[config.mk]
export PLATFORM = sky130hd
export DESIGN_NAME = pixel_dispatch_scheduler
export DESIGN_NICKNAME = d
export VERILOG_FILES = /design/src/rtl/pixel_dispatch_scheduler.sv
export SDC_FILE = /design/constraint.sdc
export NUM_CORES = 1
export LEC_CHECK = 0
export CAP_MARGIN = 10
export CORE_ASPECT_RATIO = 1.2
export CORE_MARGIN = 8
export CORE_UTILIZATION = 57
export DETAILED_ROUTE_END_ITERATION = 8
export PLACE_DENSITY = 0.84
export RECOVER_POWER = 25
export SLEW_MARGIN = 10
export SYNTH_ARGS = -nofsm -noshare
export SYNTH_HDL_FRONTEND = slang
export SYNTH_SLANG_ARGS = --single-unit
[constraint.sdc]
create_clock -name clk -period 7.5 [get_ports clk]
set_clock_uncertainty 0.15 [all_clocks]
set_input_delay 2.25 -clock clk [delete_from_list [all_inputs] [get_ports clk]]
set_output_delay 2.25 -clock clk [all_outputs]
set_load 0.1 [all_outputs]
[src/rtl/pixel_dispatch_scheduler.sv]
// rtl/pixel_dispatch_scheduler.sv - raster pixel dispatcher and round-robin result collector for neuron cores
module pixel_dispatch_scheduler #(
    parameter int N_CORES = 4,
    parameter int WIDTH   = 32,
    parameter int FRAC    = 28,
    parameter int ITER_W  = 16,
    parameter int DIM_W   = 8
) (
    input  logic                     clk,
    input  logic                     rst,
    input  logic                     start,
    input  logic [WIDTH-1:0]         cfg_re0,
    input  logic [WIDTH-1:0]         cfg_im0,
    input  logic [WIDTH-1:0]         cfg_step,
    input  logic [DIM_W-1:0]         cfg_cols,
    input  logic [DIM_W-1:0]         cfg_rows,
    input  logic [ITER_W-1:0]        cfg_max_iter,
    output logic                     busy,
    output logic                     done,
    output logic [N_CORES-1:0]       core_valid,
    input  logic [N_CORES-1:0]       core_ready,
    output logic [WIDTH-1:0]         core_c_re,
    output logic [WIDTH-1:0]         core_c_im,
    output logic [15:0]              core_pixel_id,
    output logic [ITER_W-1:0]        core_max_iter,
    input  logic [N_CORES-1:0]       core_res_valid,
    input  logic [N_CORES*16-1:0]    core_res_pixel_id,
    input  logic [N_CORES*ITER_W-1:0] core_res_iter,
    output logic                     out_valid,
    input  logic                     out_ready,
    output logic [15:0]              out_pixel_id,
    output logic [ITER_W-1:0]        out_iter
);

    localparam int PW = (N_CORES > 1) ? $clog2(N_CORES) : 1;
    localparam int OW = $clog2(N_CORES) + 2;

    if (N_CORES < 2 || N_CORES > 16 || FRAC >= WIDTH) begin : g_param_check
        $error("pixel_dispatch_scheduler: illegal parameter combination");
    end

    typedef enum logic [1:0] {S_IDLE, S_RUN, S_DRAIN, S_DONE} state_t;

    state_t              state, state_nx;
    logic [WIDTH-1:0]    re0_q, step_q, cur_re, cur_im;
    logic [DIM_W-1:0]    cols_q, rows_q, col, row;
    logic [15:0]         pix_id;
    logic [ITER_W-1:0]   max_iter_q;
    logic [PW-1:0]       rr_disp, rr_out, grant_idx, out_search, out_idx, lock_idx;
    logic [PW-1:0]       gi, oi;
    logic [OW-1:0]       outstanding;
    logic [N_CORES-1:0]  hold_full, eligible;
    logic [15:0]         hold_id   [N_CORES];
    logic [ITER_W-1:0]   hold_iter [N_CORES];
    logic                grant_any, found_out, dispatch, last_col, last_pix;
    logic                lock_valid, drain_fire;

    function automatic logic [PW-1:0] wrap_inc(input logic [PW-1:0] i);
        return (int'(i) == N_CORES - 1) ? '0 : i + 1'b1;
    endfunction

    // A core that was strobed last cycle still shows ready, so it is masked out.
    always_comb begin
        eligible   = core_ready & ~hold_full & ~core_valid;
        grant_any  = 1'b0;
        grant_idx  = rr_disp;
        found_out  = 1'b0;
        out_search = rr_out;
        gi         = rr_disp;
        oi         = rr_out;
        for (int i = 0; i < N_CORES; i++) begin
            if (!grant_any && eligible[gi]) begin
                grant_any = 1'b1;
                grant_idx = gi;
            end
            if (!found_out && hold_full[oi]) begin
                found_out  = 1'b1;
                out_search = oi;
            end
            gi = wrap_inc(gi);
            oi = wrap_inc(oi);
        end
    end

    // A stalled output keeps its slot even if a higher-priority slot fills meanwhile.
    assign out_idx      = lock_valid ? lock_idx : out_search;
    assign out_valid    = |hold_full;
    assign out_pixel_id = out_valid ? hold_id[out_idx] : '0;
    assign out_iter     = out_valid ? hold_iter[out_idx] : '0;
    assign drain_fire   = out_valid & out_ready;
    assign dispatch     = (state == S_RUN) && grant_any;
    assign last_col     = (col == cols_q - 1'b1);
    assign last_pix     = last_col && (row == rows_q - 1'b1);
    assign busy         = (state == S_RUN) || (state == S_DRAIN);
    assign done         = (state == S_DONE);

    always_comb begin
        state_nx = state;
        case (state)
            S_IDLE:  if (start) state_nx = (cfg_cols == '0 || cfg_rows == '0) ? S_DONE : S_RUN;
            S_RUN:   if (dispatch && last_pix) state_nx = S_DRAIN;
            S_DRAIN: if (outstanding == '0 && hold_full == '0) state_nx = S_DONE;
            default: state_nx = S_IDLE;
        endcase
    end

    always_ff @(posedge clk) begin
        if (rst) begin
            state         <= S_IDLE;
            re0_q         <= '0;
            step_q        <= '0;
            cols_q        <= '0;
            rows_q        <= '0;
            max_iter_q    <= '0;
            cur_re        <= '0;
            cur_im        <= '0;
            col           <= '0;
            row           <= '0;
            pix_id        <= '0;
            rr_disp       <= '0;
            rr_out        <= '0;
            outstanding   <= '0;
            hold_full     <= '0;
            lock_valid    <= 1'b0;
            lock_idx      <= '0;
            core_valid    <= '0;
            core_c_re     <= '0;
            core_c_im     <= '0;
            core_pixel_id <= '0;
            core_max_iter <= '0;
        end else begin
            state      <= state_nx;
            core_valid <= '0;
            lock_valid <= out_valid & ~out_ready;
            lock_idx   <= out_idx;

            if (state == S_IDLE && start) begin
                re0_q      <= cfg_re0;
                step_q     <= cfg_step;
                cols_q     <= cfg_cols;
                rows_q     <= cfg_rows;
                max_iter_q <= cfg_max_iter;
                cur_re     <= cfg_re0;
                cur_im     <= cfg_im0;
                col        <= '0;
                row        <= '0;
                pix_id     <= '0;
            end

            if (dispatch) begin
                core_valid    <= N_CORES'(1) << grant_idx;
                core_c_re     <= cur_re;
                core_c_im     <= cur_im;
                core_pixel_id <= pix_id;
                core_max_iter <= max_iter_q;
                rr_disp       <= wrap_inc(grant_idx);
                pix_id        <= pix_id + 16'd1;
                if (last_col) begin
                    col    <= '0;
                    row    <= row + 1'b1;
                    cur_re <= re0_q;
                    cur_im <= cur_im - step_q;
                end else begin
                    col    <= col + 1'b1;
                    cur_re <= cur_re + step_q;
                end
            end

            if (drain_fire) rr_out <= wrap_inc(out_idx);

            case ({dispatch, drain_fire})
                2'b10:   outstanding <= outstanding + 1'b1;
                2'b01:   outstanding <= outstanding - 1'b1;
                default: outstanding <= outstanding;
            endcase

            for (int k = 0; k < N_CORES; k++) begin
                if (core_res_valid[k]) hold_full[k] <= 1'b1;
                else if (drain_fire && out_idx == PW'(k)) hold_full[k] <= 1'b0;
            end
        end
    end

    always_ff @(posedge clk) begin
        for (int k = 0; k < N_CORES; k++) begin
            if (core_res_valid[k]) begin
                hold_id[k]   <= core_res_pixel_id[16*k +: 16];
                hold_iter[k] <= core_res_iter[ITER_W*k +: ITER_W];
            end
        end
    end

endmodule
After elaboration in Yosys (flattened, before gate mapping) --
Memories as Yosys holds them, arrays and structs flattened. Index checks and enable logic that the tools add are counted.
Word-level totals: flip-flop bits (word level) 309, latch bits 0, RAM bits 128, ROM bits 0, output and inout port bits 135, logic and storage cells 196, memories kept 2
Operators by class: add/subtract/negate cells 17, multiply operators 0, div/mod/pow operators 0, magnitude comparators 8, equal/unequal tests 21, shift-type cells 1, muxes and demuxes 76, bitwise logic cells 8, reduce and logical (&&, ||, !) cells 38
Memory list:
- hold_id | words 4, width 16, rd ports 1, clocked after memory_dff 0, wr ports 4, RTL line 53 | logic [15:0] hold_id [N_CORES];
- hold_iter | words 4, width 16, rd ports 1, clocked after memory_dff 0, wr ports 4, RTL line 54 | logic [ITER_W-1:0] hold_iter [N_CORES];
Operators with widths (number):
- 32-bit two-way mux | 6
- 16-bit two-way mux | 4
- 8-bit two-way mux | 6
- 2-bit two-way mux | 19
- 32-bit adder | 1
- 32-bit subtractor | 1
- 1-bit two-way mux | 31
- 2-bit by 3-bit < comparator with 1-bit output (second input constant) | 8
- 2-bit by 1-bit equality test with 1-bit output (second input constant) | 11
- 16-bit by 1-bit adder with 16-bit output (second input constant) | 1
- 2-bit by 1-bit adder with 2-bit output (second input constant) | 8
- 8-bit by 1-bit adder with 8-bit output (second input constant) | 2
- 1-bit binary-select mux with 2-bit select | 8
- 8-bit equality test | 2
- 8-bit zero test | 2
- 8-bit by 1-bit subtractor with 8-bit output (second input constant) | 2
- 1-bit logical AND | 15
- 2-bit nonzero test | 6
- 2-bit equality test (second input constant) | 5
- 4-bit bitwise AND | 2
- 4-bit zero test | 2
- 4-bit inverter | 2
- 4-bit case mux with 2 select lines | 1
- 1-bit zero test | 6
- other kinds (13) | 18

Logic depth before layout (Yosys ltp) --
Gate-level depths: netlist of run 1.
depth in word-level cells 19, gate-level depth with buffers 17, gate-level depth less buffers 14

Worst setup path before layout of run 1 --
No wires, ideal clock.
path kind reg2out, from reg rr_out[0], to out out_iter[0], arrival time 4046 ps, data required time 5100 ps, setup slack 1054 ps, cell stages (with the launch flop) 13, cell sequence dfxtp_1 > ha_1 > clkbuf_1 > mux4_2 > nor2b_1 > nand4bb_1 > a21oi_1 > o22a_1 > o21ai_2 > buf_4 > buf_6 > mux2i_1 > o22ai_1
On the way: cells in the longest elaborated chain, start to end 15, elaborated cells between the ends (all ways) 32, those cells by class 3 x add/sub; 3 x eq/ne; 19 x mux; 6 x reduce/logical; 1 x memory
RTL lines:
- start, declared | RTL line 49 | logic [PW-1:0] rr_disp, rr_out, grant_idx, out_search, out_idx, lock_idx;
- start signal, assigned | RTL line 169 | if (drain_fire) rr_out <= wrap_inc(out_idx);
- branches (longest 11 deep; another with 2-bit by 1-bit adder with 2-bit output)
- 2-bit two-way mux (*) | RTL line 76 | if (!found_out && hold_full[oi]) begin
- 2-bit two-way mux (*) | RTL line 86 | assign out_idx = lock_valid ? lock_idx : out_search;
- memory read 4 x 16 bit (*)
- 16-bit two-way mux (*) | RTL line 89 | assign out_iter = out_valid ? hold_iter[out_idx] : '0;
- end, declared | RTL line 32 | output logic [ITER_W-1:0] out_iter
Every way passes the cells marked *. The select of a mux whose other input is x is not followed.

Final worst setup path of run 1 --
from reg rr_out[0], to out out_pixel_id[15]
On the way: cells in the longest elaborated chain, start to end 15, elaborated cells between the ends (all ways) 32, those cells by class 3 x add/sub; 3 x eq/ne; 19 x mux; 6 x reduce/logical; 1 x memory
RTL lines:
- branches (longest 11 deep; another with 2-bit by 1-bit adder with 2-bit output)
- 2-bit two-way mux (*) | RTL line 76
- 2-bit two-way mux (*) | RTL line 86
- memory read 4 x 16 bit (*)
- 16-bit two-way mux (*) | RTL line 88 | assign out_pixel_id = out_valid ? hold_id[out_idx] : '0;
- end, declared | RTL line 31 | output logic [15:0] out_pixel_id,
Marked as above.

==> results.toml, run 1 <==
[clock_tree]
cts_max_level = 2
path_clk_slew_ns = 0.06
ctsHoldBuffers = 0
clk_latency_ns = 0.56
numCtsBuffers = 44
cts_resized = 0
post_cts.repair.setup_buffers = 0
numClockSinks = 437
cts_tree = "yes"
cts_buffer_depth = 3
root_buffer = "clkbuf_16"

[floorplanning]
chipHeight_um = 225
core.rowCount = 76
core_area_mm2 = 0.0359
die_w_um = 191
start_util = 0.580
die-area_mm2 = 0.0430
io_pins = 403

[route]
wl_mm = 63.0
first_pass_iters = 9
drc_errors = 0
dr_total_vias = 18776
ant_nets = 0
wl_per_cell_um = 19.7
drt_iter0_markers = 1403
routed_via_density = 5.87

[timing]
worst_pin_slew_ns = 3.13
max_slew_margin = -1.09
min_period_ns = 6.45
drv_slew = 254
setup_viol_count_final = 0
hold_viol = 0
fin_setup_tns_ns = 0
rsz0062_at_grt = "no"
finalCritPeriodShare = 0.861
fmax_mhz = 155

[pwr]
pwr_density_cell_mw_per_mm2 = 366
pwr-share-comb = 0.456
switchingPower_mw = 4.18
clkPwrFrac = 0.227
p_int_mw = 5.46
leakage_nw = 9.92
p_sw_frac = 0.434
seq_power_share = 0.317
peakVddDrop_v = 0.000403

[setup_path]
reg2reg_depth = 10
critPathMaxFanout = 67
crit_end = "out_pixel_id[15]"
r2r_end = "col[7]"
path_class = "register to output port"
start_kind = "register"
cp_slowest_cell = "mux4_2"
cp_top_family = "buffers and inverters"
cp-end-kind = "output port"
reg2reg_slack_ns = 2.83
crit_chain = "ha_1, mux4_2, nor2b_1, nand4bb_1, a21oi_1, o22a_1, o21ai_4, buf_12, mux2i_1, o22ai_1, buf_4"
cp_data_arrival_time_ns = 4.05
path_buf_inv = 2
r2r-start = "rr_disp[0]"
cp.required_ns = 5.10
max_stage_delay_ns = 0.58
crit_cells = 11
setup.worst_path.start = "rr_out[0]"

[logic_synthesis]
yosysUniqueCellTypes = 81
synth_top_area_share = 0.297
synth_top_flop_cell = "dfxtp_1"
yosysTopAreaCell = "dfxtp_1"
synth.cells.most_frequent = "566 x nand2_1, 322 x a21oi_1, 309 x dfxtp_1"
syn_nets = 2707
synth_edf_count = 128
yosysSeqAreaShare = 0.481
synthCells = 2356
syn_area_mm2 = 0.0208
yosys-top-cells-area = "dfxtp_1 30%, edfxtp_1 18%, nand2_1 10%, a21oi_1 7.7%, ha_1 4.9%"
ys_seq_elements = 437
avgSynthCellArea_um2 = 8.85
yosysMostFrequentCell = "nand2_1"
yosysWarnings = 0
async_reset_ff_frac = 0

[placed_design]
hpwl_mm = 44.5
portBuffers = 402
gp_congestion = 0.982

[finish]
fin_util = 0.733
layout.nets = 3035
drive_gt1_frac = 0.0570
syn2layout_area_growth_pct = 26.5
n_fill_cell = 2582

[status]
violations = "max-capacitance violations, max-slew violations"
outcome = "complete, but fails checks"

[global_route]
antenna_found_initial = 16
gr-usage-all-layers = 0.280
grt_pass1_wl_mm = 97.7
grt_max_degree = 170
grt.overflow.total = 0
grt_pass1_vias = 18528

[min_path]
hold_class = "register to register"
hold_path_startpoint = "max_iter_q[6]"

[job]
maxCapViolations = 4
[sequential cells by signal, indices dropped and copies added, names as in the netlist, 32 cells and up]
name       flops
hold_id       64
hold_iter     64
core_c_im     32
core_c_re     32
cur_im        32
cur_re        32
re0_q         32
step_q        32
[logic make-up (layout without fill, tap and decap cells)]
| logic type | after synthesis | count (layout) | share of synthesized area |
|---|---|---|---|
| other | 0 | 11 | 0 |
| XOR/XNOR | 81 | 81 | 0.0344 |
| multiplexers | 81 | 81 | 0.0409 |
| adder cells (fa/ha/maj) | 83 | 83 | 0.0505 |
| flip-flops | 437 | 437 | 0.481 |
| AO/OA/AOI/OAI | 613 | 613 | 0.176 |
| AND/OR/NAND/NOR | 867 | 867 | 0.176 |
| buffers and inverters | 194 | 556 | 0.0411 |
[worst reg2reg max path: stages, from the launching register on]
cell and delay, ns:
dfxtp_1 0.39, ha_1 0.30, nor2_1 0.58, nand2_1 0.16
a311oi_1 0.33, a21oi_1 0.11, o41a_4 0.77, inv_4 0.20
buf_12 0.54, nand2_1 0.56, a311oi_1 0.43
[power by group through the flow]
| stage | clock (mW) | combinational, mW | sequential (mW) |
|---|---|---|---|
| after floorplan | 0 | 3.04 | 3.37 |
| after global placement | 0 | 4.24 | 3.08 |
| after detailed placement | 0 | 4.35 | 3.09 |
| after CTS | 2.22 | 4.39 | 3.05 |
| after global routing | 2.32 | 4.73 | 3.09 |
| final | 2.19 | 4.40 | 3.06 |
[layout make-up]
| class | instances | area, um^2 | share of cell area |
|---|---|---|---|
| sequential | 437 | 10000 | 0.380 |
| multi-input combinational | 1725 | 9990 | 0.379 |
| timing repair buffer | 419 | 4090 | 0.155 |
| clock buffer | 65 | 1290 | 0.0490 |
| tap | 468 | 586 | 0.0222 |
| inverter | 57 | 216 | 0.00821 |
| clock inverter | 15 | 133 | 0.00503 |
| antenna | 11 | 27.5 | 0.00104 |
[cell usage in the layout, fill, tap and decap left out, types with 49 or more instances in the layout]
cell type and n:
nand2_1 565, a21oi_1 322, dfxtp_1 309, clkdlybuf4s50_1 238, dlygate4sd3_1 131, edfxtp_1 128
nor2_1 123, ha_1 81, o21ai_0 78, mux2i_1 75, inv_1 56, nand3_1 49
[layer usage]
layer	up-vias	GRT usage	wire length [um]
met2	854	0.491	31400
met3	175	0.0709	5370
met1	8787	0.317	23200
met4	8	0.129	2920
li1	8952	-	-
met5	-	0	45
[metrics by stage]
stage	cell area [um^2]	setup slack (ns)	hold WS, ns	cells	power [mW]
3_3_place_gp	24900	1.51	0.287	3106	7.32
2_1_floorplan	20800	1.05	0.281	2356	6.41
6_report	26400	1.05	0.302	3197	9.65
3_5_place_dp	24900	1.38	0.293	3106	7.45
5_1_grt	26400	0.747	0.316	3196	10.1
4_1_cts	26400	1.05	0.302	3186	9.65
[worst min-delay path by stage]
stage	end	depth (start not counted)
after floorplan	re0_q[28]	2
after global placement	core_max_iter[3]	2
after detailed placement	re0_q[26]	2
after CTS	re0_q[26]	2
after global routing	core_c_im[9]	2
final	core_max_iter[6]	2
Note: power is estimated with default switching activity, not from simulation.
==> inputs of run 2 (changes only) <==
CORE_MARGIN = not set   (was 8)
==> results.toml, run 2 (synthesized netlist as in run 1, its figures left out) <==
[status]
outcome = "complete, but fails checks"
violations = "max-capacitance violations, max-slew violations"

[setup_path]
cp_data_arrival_time_ns = 4.08
start_kind = "register"
cp-end-kind = "output port"
path_class = "register to output port"
reg2reg_slack_ns = 2.96
r2r_end = "outstanding[2]"
critPathMaxFanout = 23
max_stage_delay_ns = 0.49
cp.required_ns = 5.10
cp_slowest_cell = "ha_1"
reg2reg_depth = 14
r2r-start = "rr_disp[0]"
crit_chain = "ha_1, nand2_1, a21oi_1, a211oi_1, nor4_1, nor3_1, a21oi_1, nand2_1, buf_4, o22ai_1, buf_4"

[placed_design]
hpwl_mm = 41.4
place_area_mm2 = 0.0249
gp_congestion = 0.926
portBuffers = 402
place_ws_ns = 1.39

[floorplanning]
io_pins = 403
chipHeight_um = 211
start_util = 0.580
die_w_um = 177
core_area_mm2 = 0.0359
core.rowCount = 76
die-area_mm2 = 0.0373

[finish]
layout_common_cells = "565 x nand2_1, 322 x a21oi_1, 309 x dfxtp_1"
stdcell_area_mm2 = 0.0264
drive_gt1_frac = 0.0574
syn2layout_area_growth_pct = 26.6
layout.nets = 3036
fin_util = 0.734
largestRegisters = "hold_id x64, hold_iter x64"
layout_commonest_cell = "nand2_1"
n_fill_cell = 2665

[route]
drt_iter0_markers = 1468
wl_mm = 59.2
wl_per_cell_um = 18.5
ant_nets = 0
routed_via_density = 5.84
drc_errors = 0
first_pass_iters = 6
dr_total_vias = 18650

[min_path]
hold_path_startpoint = "max_iter_q[6]"
min_to = "core_max_iter[6]"
whs_path_depth = 2
hold_class = "register to register"

[timing]
rsz0062_at_grt = "no"
worst_pin_slew_ns = 3.49
max_slew_margin = -1.33
drv_slew = 270
min_period_ns = 6.48
setup_viol_count_final = 0
fin_setup_tns_ns = 0
fmax_mhz = 154
finalCritPeriodShare = 0.864
finalWorstSetupSlack_ns = 1.02
hold_viol = 0

[clock_tree]
cts_buffer_depth = 3
ctsHoldBuffers = 0
cts_max_level = 2
numCtsBuffers = 43
root_buffer = "clkbuf_16"
cts_tree = "yes"
cts_resized = 0
clk_latency_ns = 0.56
path_clk_slew_ns = 0.06
numClockSinks = 437
post_cts.repair.setup_buffers = 0

[job]
maxCapViolations = 4

[pwr]
leakage_nw = 9.92
pwr_density_cell_mw_per_mm2 = 367
peakVddDrop_v = 0.000444

[global_route]
grt_pass1_wl_mm = 92.3
grt.overflow.total = 0
gr-usage-all-layers = 0.311
antenna_found_initial = 11
grt_pass1_vias = 18387
grt_max_degree = 168
[run 2: cell count changes in the layout (fill, tap and decap cells not counted), moves of 3 or more]
cell       change
diode_2        -4
clkinv_1       +3
buf_4          +3
clkbuf_8       -4
bufinv_16      +4
[run 2: worst max-delay path by stage]
stage	start	endpoint	slack [ns]
2_1_floorplan	rr_out[0]	out_iter[0]	1.05
3_3_place_gp	core_ready[0]	outstanding[2]	1.45
3_5_place_dp	core_ready[0]	outstanding[2]	1.39
4_1_cts	rr_out[0]	out_pixel_id[13]	1.03
5_1_grt	rr_out[0]	out_pixel_id[13]	0.78
6_report	rr_out[0]	out_iter[12]	1.02
[run 2: final cells by class]
type | instances | area, um^2 | share of cell area
Clock buffer | 57 | 1180 | 0.0447
Timing Repair Buffer | 421 | 4100 | 0.155
Multi-Input combinational cell | 1725 | 9990 | 0.378
Clock inverter | 23 | 284 | 0.0108
Inverter | 57 | 219 | 0.00830
Antenna cell | 7 | 17.5 | 0.000664
Sequential cell | 437 | 10000 | 0.380
Tap cell | 468 | 586 | 0.0222
[run 2: critical path: cells and delay by family, from the launching register on]
family / cells / cell delay [ns]
and+or+nand+nor: 4 / 0.94
buffers and inverters: 2 / 0.71
adders and majority gates: 1 / 0.49
DFF: 1 / 0.37
AOI/OAI and AO/OA: 4 / 0.99
[run 2: through the flow]
step	hold slack, ns	std cells	power [mW]
4_1_cts	0.302	3188	9.70
6_report	0.292	3195	9.69
5_1_grt	0.313	3195	10.2
2_1_floorplan	0.281	2356	6.41
3_3_place_gp	0.287	3108	7.33
3_5_place_dp	0.294	3108	7.43
[run 2: per-layer routing]
metal	wire, um	GRT usage	up-vias
li1	-	-	8952
met1	22600	0.359	8763
met2	29200	0.543	762
met3	4180	0.0602	171
met4	3130	0.164	2
met5	11	0	-
[run 2: where the power goes]
group / internal (mW) / switching [mW] / total (mW)
registers: 2.78 / 0.273 / 3.06
logic: 1.42 / 2.97 / 4.39
clock network: 1.32 / 0.927 / 2.25
